[config.mk]
export PLATFORM = sky130hd
export DESIGN_NAME = stream_ctrl
export DESIGN_NICKNAME = d
export VERILOG_FILES = /design/src/rtl/stream_ctrl.sv
export SDC_FILE = /design/constraint.sdc
export NUM_CORES = 1
export LEC_CHECK = 0
export ABC_AREA = 0
export BUFFER_PORTS_ARGS = -buffer_cell sky130_fd_sc_hd__buf_4
export CORE_MARGIN = 1
export CORE_UTILIZATION = 35
export CTS_CLUSTER_SIZE = 10
export DETAILED_ROUTE_END_ITERATION = 10
export GPL_TIMING_DRIVEN = 0
export HOLD_SLACK_MARGIN = 0.05
export PLACE_DENSITY = 0.65
export SLEW_MARGIN = 20
export SYNTH_ARGS = -nofsm -noshare
export SYNTH_HDL_FRONTEND = slang
export SYNTH_SLANG_ARGS = --single-unit
[constraint.sdc]
create_clock -name clk -period 2.3 [get_ports clk]
set_input_delay 0.115 -clock clk [delete_from_list [all_inputs] [get_ports clk]]
set_output_delay 0.115 -clock clk [all_outputs]
set_load 0.02 [all_outputs]
[src/rtl/stream_ctrl.sv]
// stream_ctrl: playback sequencer for the UART -> sample FIFO -> I2S path.
// Prefills the FIFO, gates sample consumption, holds the DAC muted for a
// pop-free interval after playback starts, recovers from underrun, toggles
// pause from a debounced button and (optionally) throttles the host with
// XON/XOFF bytes.
//
// Build option: define STREAM_CTRL_FLOWCTL_EN to include the XON/XOFF
// requester. Without it tx_valid and tx_data are tied to zero.
//
// state | meaning
// ------+---------------------------------------------------------
// IDLE  | waiting for the first byte after reset
// PREFL | muted, waiting for the FIFO to reach the prefill level
// UNMUT | driver popping samples, DAC still muted for UNMUTE_DLY cycles
// PLAY  | normal playback, DAC unmuted
// PAUSE | user pause, muted and not popping
// UNDER | single-cycle underrun marker, bumps the underrun counter
module stream_ctrl #(
    parameter int unsigned FIFO_AW    = 10,
    parameter int unsigned PREFILL    = 512,
    parameter int unsigned LOW_WM     = 128,
    parameter int unsigned HIGH_WM    = 896,
    parameter int unsigned UNMUTE_DLY = 27000,
    parameter int unsigned DEBOUNCE   = 270000,
    parameter logic [7:0]  XON_BYTE   = 8'h11,
    parameter logic [7:0]  XOFF_BYTE  = 8'h13
) (
    input  logic             clk,
    input  logic             rst,
    input  logic             btn1,
    input  logic             byte_ready,
    input  logic             sample_tick,
    input  logic [FIFO_AW:0] fifo_level,
    output logic             play_en,
    output logic             mute,
    output logic [7:0]       tx_data,
    output logic             tx_valid,
    input  logic             tx_ready,
    output logic [2:0]       state_o,
    output logic [7:0]       underrun_cnt
);

    typedef enum logic [2:0] {
        S_IDLE     = 3'd0,
        S_PREFILL  = 3'd1,
        S_UNMUTE   = 3'd2,
        S_PLAY     = 3'd3,
        S_PAUSE    = 3'd4,
        S_UNDERRUN = 3'd5
    } state_t;

    localparam int unsigned LW    = FIFO_AW + 1;
    localparam int unsigned DLY_W = (UNMUTE_DLY > 1) ? $clog2(UNMUTE_DLY) : 1;
    localparam int unsigned DB_W  = (DEBOUNCE > 1) ? $clog2(DEBOUNCE) : 1;

    // Thresholds in fifo_level width; a completely full FIFO (2^FIFO_AW)
    // is representable and compares as above every watermark.
    localparam logic [LW-1:0]    PREFILL_LV = LW'(PREFILL);
    localparam logic [LW-1:0]    LOW_LV     = LW'(LOW_WM);
    localparam logic [LW-1:0]    HIGH_LV    = LW'(HIGH_WM);
    localparam logic [DLY_W-1:0] DLY_LOAD   = DLY_W'(UNMUTE_DLY - 1);
    localparam logic [DB_W-1:0]  DB_LAST    = DB_W'(DEBOUNCE - 1);

    state_t           state;
    state_t           state_next;
    logic [DLY_W-1:0] dly_cnt;

    logic             btn_meta;
    logic             btn_sync;
    logic             btn_db;
    logic             btn_db_q;
    logic [DB_W-1:0]  db_cnt;
    logic             press;

    logic             mute_d;
    logic             play_en_d;
    logic             underrun_hit;

    // ------------------------------------------------------------------
    // Button: synchronise, debounce, and turn a falling edge into a pulse
    // ------------------------------------------------------------------

    // Two-flop synchroniser for the asynchronous button (idle level is high).
    always_ff @(posedge clk) begin
        if (rst) begin
            btn_meta <= 1'b1;
            btn_sync <= 1'b1;
        end else begin
            btn_meta <= btn1;
            btn_sync <= btn_meta;
        end
    end

    // Accept a new button level only after DEBOUNCE consecutive differing samples.
    always_ff @(posedge clk) begin
        if (rst) begin
            db_cnt   <= '0;
            btn_db   <= 1'b1;
            btn_db_q <= 1'b1;
        end else begin
            btn_db_q <= btn_db;
            if (btn_sync == btn_db) begin
                db_cnt <= '0;
            end else if (db_cnt == DB_LAST) begin
                btn_db <= btn_sync;
                db_cnt <= '0;
            end else begin
                db_cnt <= db_cnt + 1'b1;
            end
        end
    end

    // Button is active-low: a press is the debounced 1 -> 0 transition.
    assign press = btn_db_q & ~btn_db;

    // ------------------------------------------------------------------
    // Playback FSM
    // ------------------------------------------------------------------

    // State register.
    always_ff @(posedge clk) begin
        if (rst) begin
            state <= S_IDLE;
        end else begin
            state <= state_next;
        end
    end

    // Unmute delay: reload on every entry into UNMUTE, count down to zero there.
    always_ff @(posedge clk) begin
        if (rst) begin
            dly_cnt <= '0;
        end else if (state_next == S_UNMUTE && state != S_UNMUTE) begin
            dly_cnt <= DLY_LOAD;
        end else if (state == S_UNMUTE && dly_cnt != '0) begin
            dly_cnt <= dly_cnt - 1'b1;
        end
    end

    // Next-state decision from the current state and same-cycle inputs.
    always_comb begin
        state_next = state;
        case (state)
            S_IDLE: begin
                if (byte_ready) state_next = S_PREFILL;
            end
            S_PREFILL: begin
                if (fifo_level >= PREFILL_LV) state_next = S_UNMUTE;
            end
            S_UNMUTE: begin
                if (press)               state_next = S_PAUSE;
                else if (dly_cnt == '0)  state_next = S_PLAY;
            end
            S_PLAY: begin
                // Starvation wins over a coincident press.
                if (sample_tick && fifo_level == '0) state_next = S_UNDERRUN;
                else if (press)                      state_next = S_PAUSE;
            end
            S_UNDERRUN: begin
                state_next = S_PREFILL;
            end
            S_PAUSE: begin
                if (press) state_next = S_UNMUTE;
            end
            default: begin
                state_next = S_IDLE;
            end
        endcase
    end

    // Output decode for the state being entered, so outputs can be registered.
    always_comb begin
        mute_d       = 1'b1;
        play_en_d    = 1'b0;
        underrun_hit = 1'b0;
        case (state_next)
            S_UNMUTE: begin
                play_en_d = 1'b1;
            end
            S_PLAY: begin
                play_en_d = 1'b1;
                mute_d    = 1'b0;
            end
            S_UNDERRUN: begin
                underrun_hit = 1'b1;
            end
            default: begin
            end
        endcase
    end

    // Registered playback outputs and saturating underrun counter.
    always_ff @(posedge clk) begin
        if (rst) begin
            mute         <= 1'b1;
            play_en      <= 1'b0;
            underrun_cnt <= '0;
        end else begin
            mute    <= mute_d;
            play_en <= play_en_d;
            if (underrun_hit && underrun_cnt != 8'hFF) begin
                underrun_cnt <= underrun_cnt + 8'd1;
            end
        end
    end

    assign state_o = state;

    // ------------------------------------------------------------------
    // XON/XOFF flow control
    // ------------------------------------------------------------------
`ifdef STREAM_CTRL_FLOWCTL_EN
    logic xoff_sent;

    // One byte in flight at a time; hysteresis state changes only on handshake.
    always_ff @(posedge clk) begin
        if (rst) begin
            tx_valid  <= 1'b0;
            tx_data   <= '0;
            xoff_sent <= 1'b0;
        end else if (tx_valid) begin
            if (tx_ready) begin
                tx_valid  <= 1'b0;
                xoff_sent <= (tx_data == XOFF_BYTE);
            end
        end else if (!xoff_sent && fifo_level >= HIGH_LV) begin
            tx_data  <= XOFF_BYTE;
            tx_valid <= 1'b1;
        end else if (xoff_sent && fifo_level <= LOW_LV) begin
            tx_data  <= XON_BYTE;
            tx_valid <= 1'b1;
        end
    end
`else
    logic flowctl_unused;

    assign tx_valid       = 1'b0;
    assign tx_data        = '0;
    assign flowctl_unused = tx_ready ^ (^LOW_LV) ^ (^HIGH_LV) ^ (^XON_BYTE) ^ (^XOFF_BYTE);
`endif

endmodule

## After elaboration in Yosys (flattened, before gate mapping)

Cells that the tools add are included.

- Logic and storage cells: 56
- Bits in read-only memories: 0
- Memories kept: 0
- Output and inout bits: 22
- Latch bits: 0
- Flip-flop bits (word level): 51
- Bits in writable memories: 0
- Bits of input ports: 17

- Order comparisons: 1
- Multipliers: 0
- Muxes and demuxes: 13
- Reduce and logical (&&, ||, !) cells: 13
- Div/mod/pow operators: 0
- Bitwise gates (word level): 3
- Equality and inequality tests: 12
- Add/sub/neg operators: 3
- Shift-type cells: 0

Operator list:

| operator | count |
|---|---|
| 2-to-1 mux 15 bit | 2 |
| 2-to-1 mux 3 bit | 7 |
| adder 19 x 1 -> 19 bit (second input constant) | 1 |
| == test 19 bit (second input constant) | 1 |
| one-hot mux 3 bit (6 select lines) | 1 |
| zero test 15 bit | 1 |
| nonzero test 15 bit | 1 |
| subtractor 15 x 1 -> 15 bit (second input constant) | 1 |
| == test 3 x 2 -> 1 bit (second input constant) | 4 |
| greater-or-equal comparator 11 x 10 -> 1 bit (second input constant) | 1 |
| zero test 11 bit | 1 |
| == test 3 bit (second input constant) | 3 |
| adder 8 x 1 -> 8 bit (second input constant) | 1 |
| inequality test 8 bit (second input constant) | 1 |
| logical AND 1 bit | 4 |
| OR reduction 2 bit | 2 |
| == test 3 x 1 -> 1 bit (second input constant) | 1 |
| zero test 3 bit | 1 |
| 2-to-1 mux 1 bit | 3 |
| inequality test 3 x 2 -> 1 bit (second input constant) | 1 |
| OR reduction 3 bit | 1 |
| NOT 1 bit | 2 |
| AND reduction 2 bit | 1 |
| nonzero test 2 bit | 1 |
| other kinds (2) | 2 |

## Depth between registers and ports, before layout

- Depth after elaboration: 8
- Mapped depth: 8
- Depth with buffers taken out: 7

## Least setup slack after synthesis

Ideal clock, no wire load.

- Path kind: register to register
- Start point: reg dly_cnt[0]
- End point: reg underrun_cnt[5]
- Path slack: 0.180 ns
- Period minus slack after synthesis: 2.120 ns
- Path buffers: 1
- Arrival time: 1.997 ns
- Data required time: 2.177 ns
- Cell stages (with the launch flop): 9
- Cell sequence: dfxtp_1 inv_1 ha_1 nor2b_1 a41oi_4 o221a_1 buf_6 nor4_1 mux2_1

- Longest elaborated chain between the ends: 7

RTL lines:

| what | line | text |
|---|---|---|
| start: declaration | 66 | `logic [DLY_W-1:0] dly_cnt;` |
| start signal: assignment | 136 | `dly_cnt <= dly_cnt - 1'b1;` |
| zero test 15 bit | 152 | `else if (dly_cnt == '0) state_next = S_PLAY;` |
| 2-to-1 mux 3 bit | 152 |  |
| 2-to-1 mux 3 bit | 151 | `if (press) state_next = S_PAUSE;` |
| one-hot mux 3 bit (6 select lines) | 143 | `case (state)` |
| == test 3 bit | 176 | `case (state_next)` |
| 2-to-1 mux 1 bit | 176 |  |
| logical AND 1 bit | 201 | `if (underrun_hit && underrun_cnt != 8'hFF) begin` |
| end signal: assignment | 202 | `underrun_cnt <= underrun_cnt + 8'd1;` |
| end: declaration | 40 | `output logic [7:0] underrun_cnt` |

Every way passes these cells.
A chain may end at the register's enable or synchronous reset.

## Final worst setup path

Same ends and word-level chain as after synthesis.

==> results.py <==
metrics = {
    "outcome": {
        "outcome": "finished, final reports clean",
    },
    "route": {
        "wirelength_microns": 4840,
        "drc": 0,
        "drtAntennaViolNets": 0,
        "vias_per_cell": 4.83,
        "drtIter0Drc": 83,
        "wire_per_inst_microns": 11.4,
        "dr.pass1.iters": 4,
        "num_vias": 2049,
    },
    "die": {
        "die_w_microns": 87,
        "pin_count": 39,
        "die_area_sq_um": 7570,
        "rows": 30,
        "start_util_pct": 36.8,
        "fp.dieH_microns": 87,
        "core_area_sq_um": 6870,
    },
    "worst_setup_path": {
        "worst-path-max-fanout": 9,
        "crit_family": "simple AND/OR/NAND/NOR gates",
        "crit_arrival_ns": 2.39,
        "startpoint": "dly_cnt[0]",
        "endpoint_kind": "register",
        "startpoint_type": "register",
        "r2r_cells": 8,
        "r2r_setup_slack_ns": 0.11,
        "cpMaxStageDelayCell": "dfxtp_1",
        "path_cells": "inv_1 -> ha_4 -> nor2b_2 -> a41oi_4 -> o221a_1 -> buf_6 -> nor4_2 -> mux2_1",
        "critPathBufInv": 2,
        "cp.required_ns": 2.50,
        "r2r_start": "dly_cnt[0]",
        "slowest_delay_ns": 0.34,
        "regToRegEndpoint": "underrun_cnt[5]",
        "worstSetupPathType": "register to register",
    },
    "timing": {
        "rsz0062_at_grt": "false",
        "setup_viol": 0,
        "finalWorstSetupSlack_ns": 0.113,
        "fin_hold_ws_ns": 0.181,
        "period_share_pct": 95.1,
        "min_period_ns": 2.19,
        "slew_violations": 0,
        "slew_headroom_pct": 60.3,
        "tns_ns": 0,
        "worst_pin_slew_ns": 0.591,
        "max_freq_mhz": 457,
        "hold_viol_final": 0,
        "skew_ns": 0.00948,
    },
    "hold_path": {
        "min_delay_path_depth": 3,
        "hold_path_end": "underrun_cnt[3]",
        "hp-start": "rst",
        "hp-class": "primary input to register",
    },
    "logic_synthesis": {
        "syn_area_sq_um": 2530,
        "ys_types": 46,
        "avgSynthCellArea_sq_um": 9.00,
        "synth-async-reset-ratio_pct": 0,
        "ys_warn_count": 0,
        "syn-instance-count": 281,
        "synthFlopType": "dfxtp_1",
        "synth-edff-count": 0,
        "synth_seq_cells": 51,
        "synth-seq-area-share_pct": 40.4,
    },
    "clock_network": {
        "cts_inserted_buffers": 5,
        "clockBufferDepth": 2,
        "clkTransAtPathRegs_ns": 0.10,
        "htreeDepth": 2,
        "numClockSinks": 51,
        "root_buffer": "clkbuf_8",
        "clk_latency_ns": 0.31,
        "cts_tree": "done",
    },
    "placed_design": {
        "gp_congestion": 0.769,
        "numPortBuffers": 28,
        "hpwl_microns": 3440,
        "place_ws_ns": -0.0652,
    },
    "run": {
        "maxCapViolCount": 0,
    },
    "cells_and_area": {
        "nNetsFinal": 347,
        "fillCellCount": 681,
        "drive_gt1_share_pct": 21.3,
        "antenna_cells": 0,
        "syn2layout_area_growth_pct": 20.5,
    },
    "pwr": {
        "power_leakage_nw": 1.13,
        "ir_worst_vdd_mv": 0.301,
        "power.density_nw_per_um2": 666,
    },
    "grt": {
        "globalRouteTotalUtil_pct": 13.9,
        "grt_pass1_vias": 1897,
        "grt_antenna_before_repair": 0,
        "grt_overflow": 0,
        "grt_pass1_wl_microns": 8360,
        "grt_max_degree": 17,
    },
}
## timing repair
action                                  4_1_cts  5_1_grt
hold buffers                                  1        0
buffers inserted                              0        3
resized for setup                             2        7
endpoints found under the hold margin         1        0
pin swaps                                     0        3
endpoints found under the setup margin        6       18
cloned                                        0        0
## power breakdown
part | internal (W) | switching (W) | total [W]
Sequential | 0.000935 | 0.0000717 | 0.00101
Combinational | 0.000245 | 0.000251 | 0.000496
Clock | 0.000219 | 0.000309 | 0.000528
## worst reg2reg max path, delay by kind of cell, from the launching register on
| kind | cells | cell delay, ns |
|---|---|---|
| compound gates | 2 | 0.47 |
| mux | 1 | 0.34 |
| buf+inv | 2 | 0.28 |
| flops | 1 | 0.34 |
| simple gates | 2 | 0.49 |
| fa+ha+maj | 1 | 0.18 |
## placed cells by master (no fill, tap or decap), types with 2 or more instances in the layout
master     n
dfxtp_1   51
nand4_1    8
a21oi_1   11
or3_1      7
a31oi_1    2
clkbuf_1   6
nor4b_2    4
inv_1      8
nor4_4     3
xnor2_1   14
and3_1     8
nor4_2     3
nor2b_1    9
nor3_1     5
ha_1       2
nand3_1   12
nor4_1     3
buf_4     40
nand2_1   13
xor2_1    11
and4_1     2
mux2_1     7
o22a_1     2
mux2i_1    3
clkbuf_8   5
or2_2      4
or4_1      3
o21ai_0    4
nor2_1    42
nand2b_1   5
conb_1     9
## sequential cells by signal, indices dropped and copies added, names as in the netlist
signal        cells
state_o           3
dly_cnt          15
underrun_cnt      8
mute              1
btn_db            1
btn_meta          1
play_en           1
db_cnt           19
btn_sync          1
btn_db_q          1
## Yosys cell counts (5+ instances only)
cell type | count | area, sq um
a21oi_1 | 11 | 55.1
and3_1 | 8 | 50.1
buf_4 | 9 | 67.6
clkbuf_1 | 7 | 26.3
dfxtp_1 | 51 | 1020
inv_1 | 8 | 30.0
mux2_1 | 7 | 78.8
nand2_1 | 13 | 48.8
nand2b_1 | 5 | 31.3
nand3_1 | 12 | 60.1
nand4_1 | 8 | 50.1
nor2_1 | 42 | 158
nor2b_1 | 10 | 62.6
nor3_1 | 5 | 25.0
nor4_1 | 6 | 37.5
or3_1 | 7 | 43.8
xnor2_1 | 14 | 123
xor2_1 | 11 | 96.3
## layer usage
| metal | share of wire (%) | global-route usage [%] |
|---|---|---|
| met5 | 0 | 0 |
| met3 | 4.7 | 3.41 |
| met4 | 0.78 | 5.00 |
| met2 | 46 | 22.8 |
| met1 | 48 | 17.7 |
## cell families (layout without fill, tap and decap cells)
family	Yosys count	count (layout)	synth area share, %
multiplexers	11	11	4.75
AO/OA/AOI/OAI	26	26	7.37
AND/OR/NAND/NOR	138	138	31.7
other	1	9	0.148
adder cells (fa/ha/maj)	3	3	1.48
buffers and inverters	26	65	5.49
flip-flops	51	51	40.4
XOR/XNOR	25	25	8.66
## final cells by class
type / instances / area (sq um) / share of cell area [%]
Multi-Input combinational cell: 212 / 1440 / 47.2
Sequential cell: 51 / 1020 / 33.5
Timing Repair Buffer: 32 / 243 / 7.96
Tap cell: 96 / 120 / 3.94
Buffer: 17 / 106 / 3.49
Clock buffer: 6 / 72.6 / 2.38
Inverter: 8 / 30.0 / 0.985
Clock inverter: 2 / 16.3 / 0.534
## how the worst max path moves through the flow
stage	to	cells after the start	slack, ns
after global placement	underrun_cnt[5]	8	-0.04
after CTS	underrun_cnt[7]	8	0.005
after detailed placement	underrun_cnt[7]	8	-0.07
after global routing	underrun_cnt[7]	6	0.005
final	underrun_cnt[5]	8	0.11
after floorplan	underrun_cnt[5]	8	0.18
## metrics by stage
step                total power [W]  utilization (%)  instances  cell area, sq um
global route                0.00214             44.4        424              3050
detailed placement          0.00147             42.1        413              2890
floorplan                   0.00136                -        289              2560
CTS                         0.00200             43.6        422              2990
global placement            0.00146             42.1        413              2890
finish                      0.00203             44.4        424              3050
(Power assumes the default switching activity.)
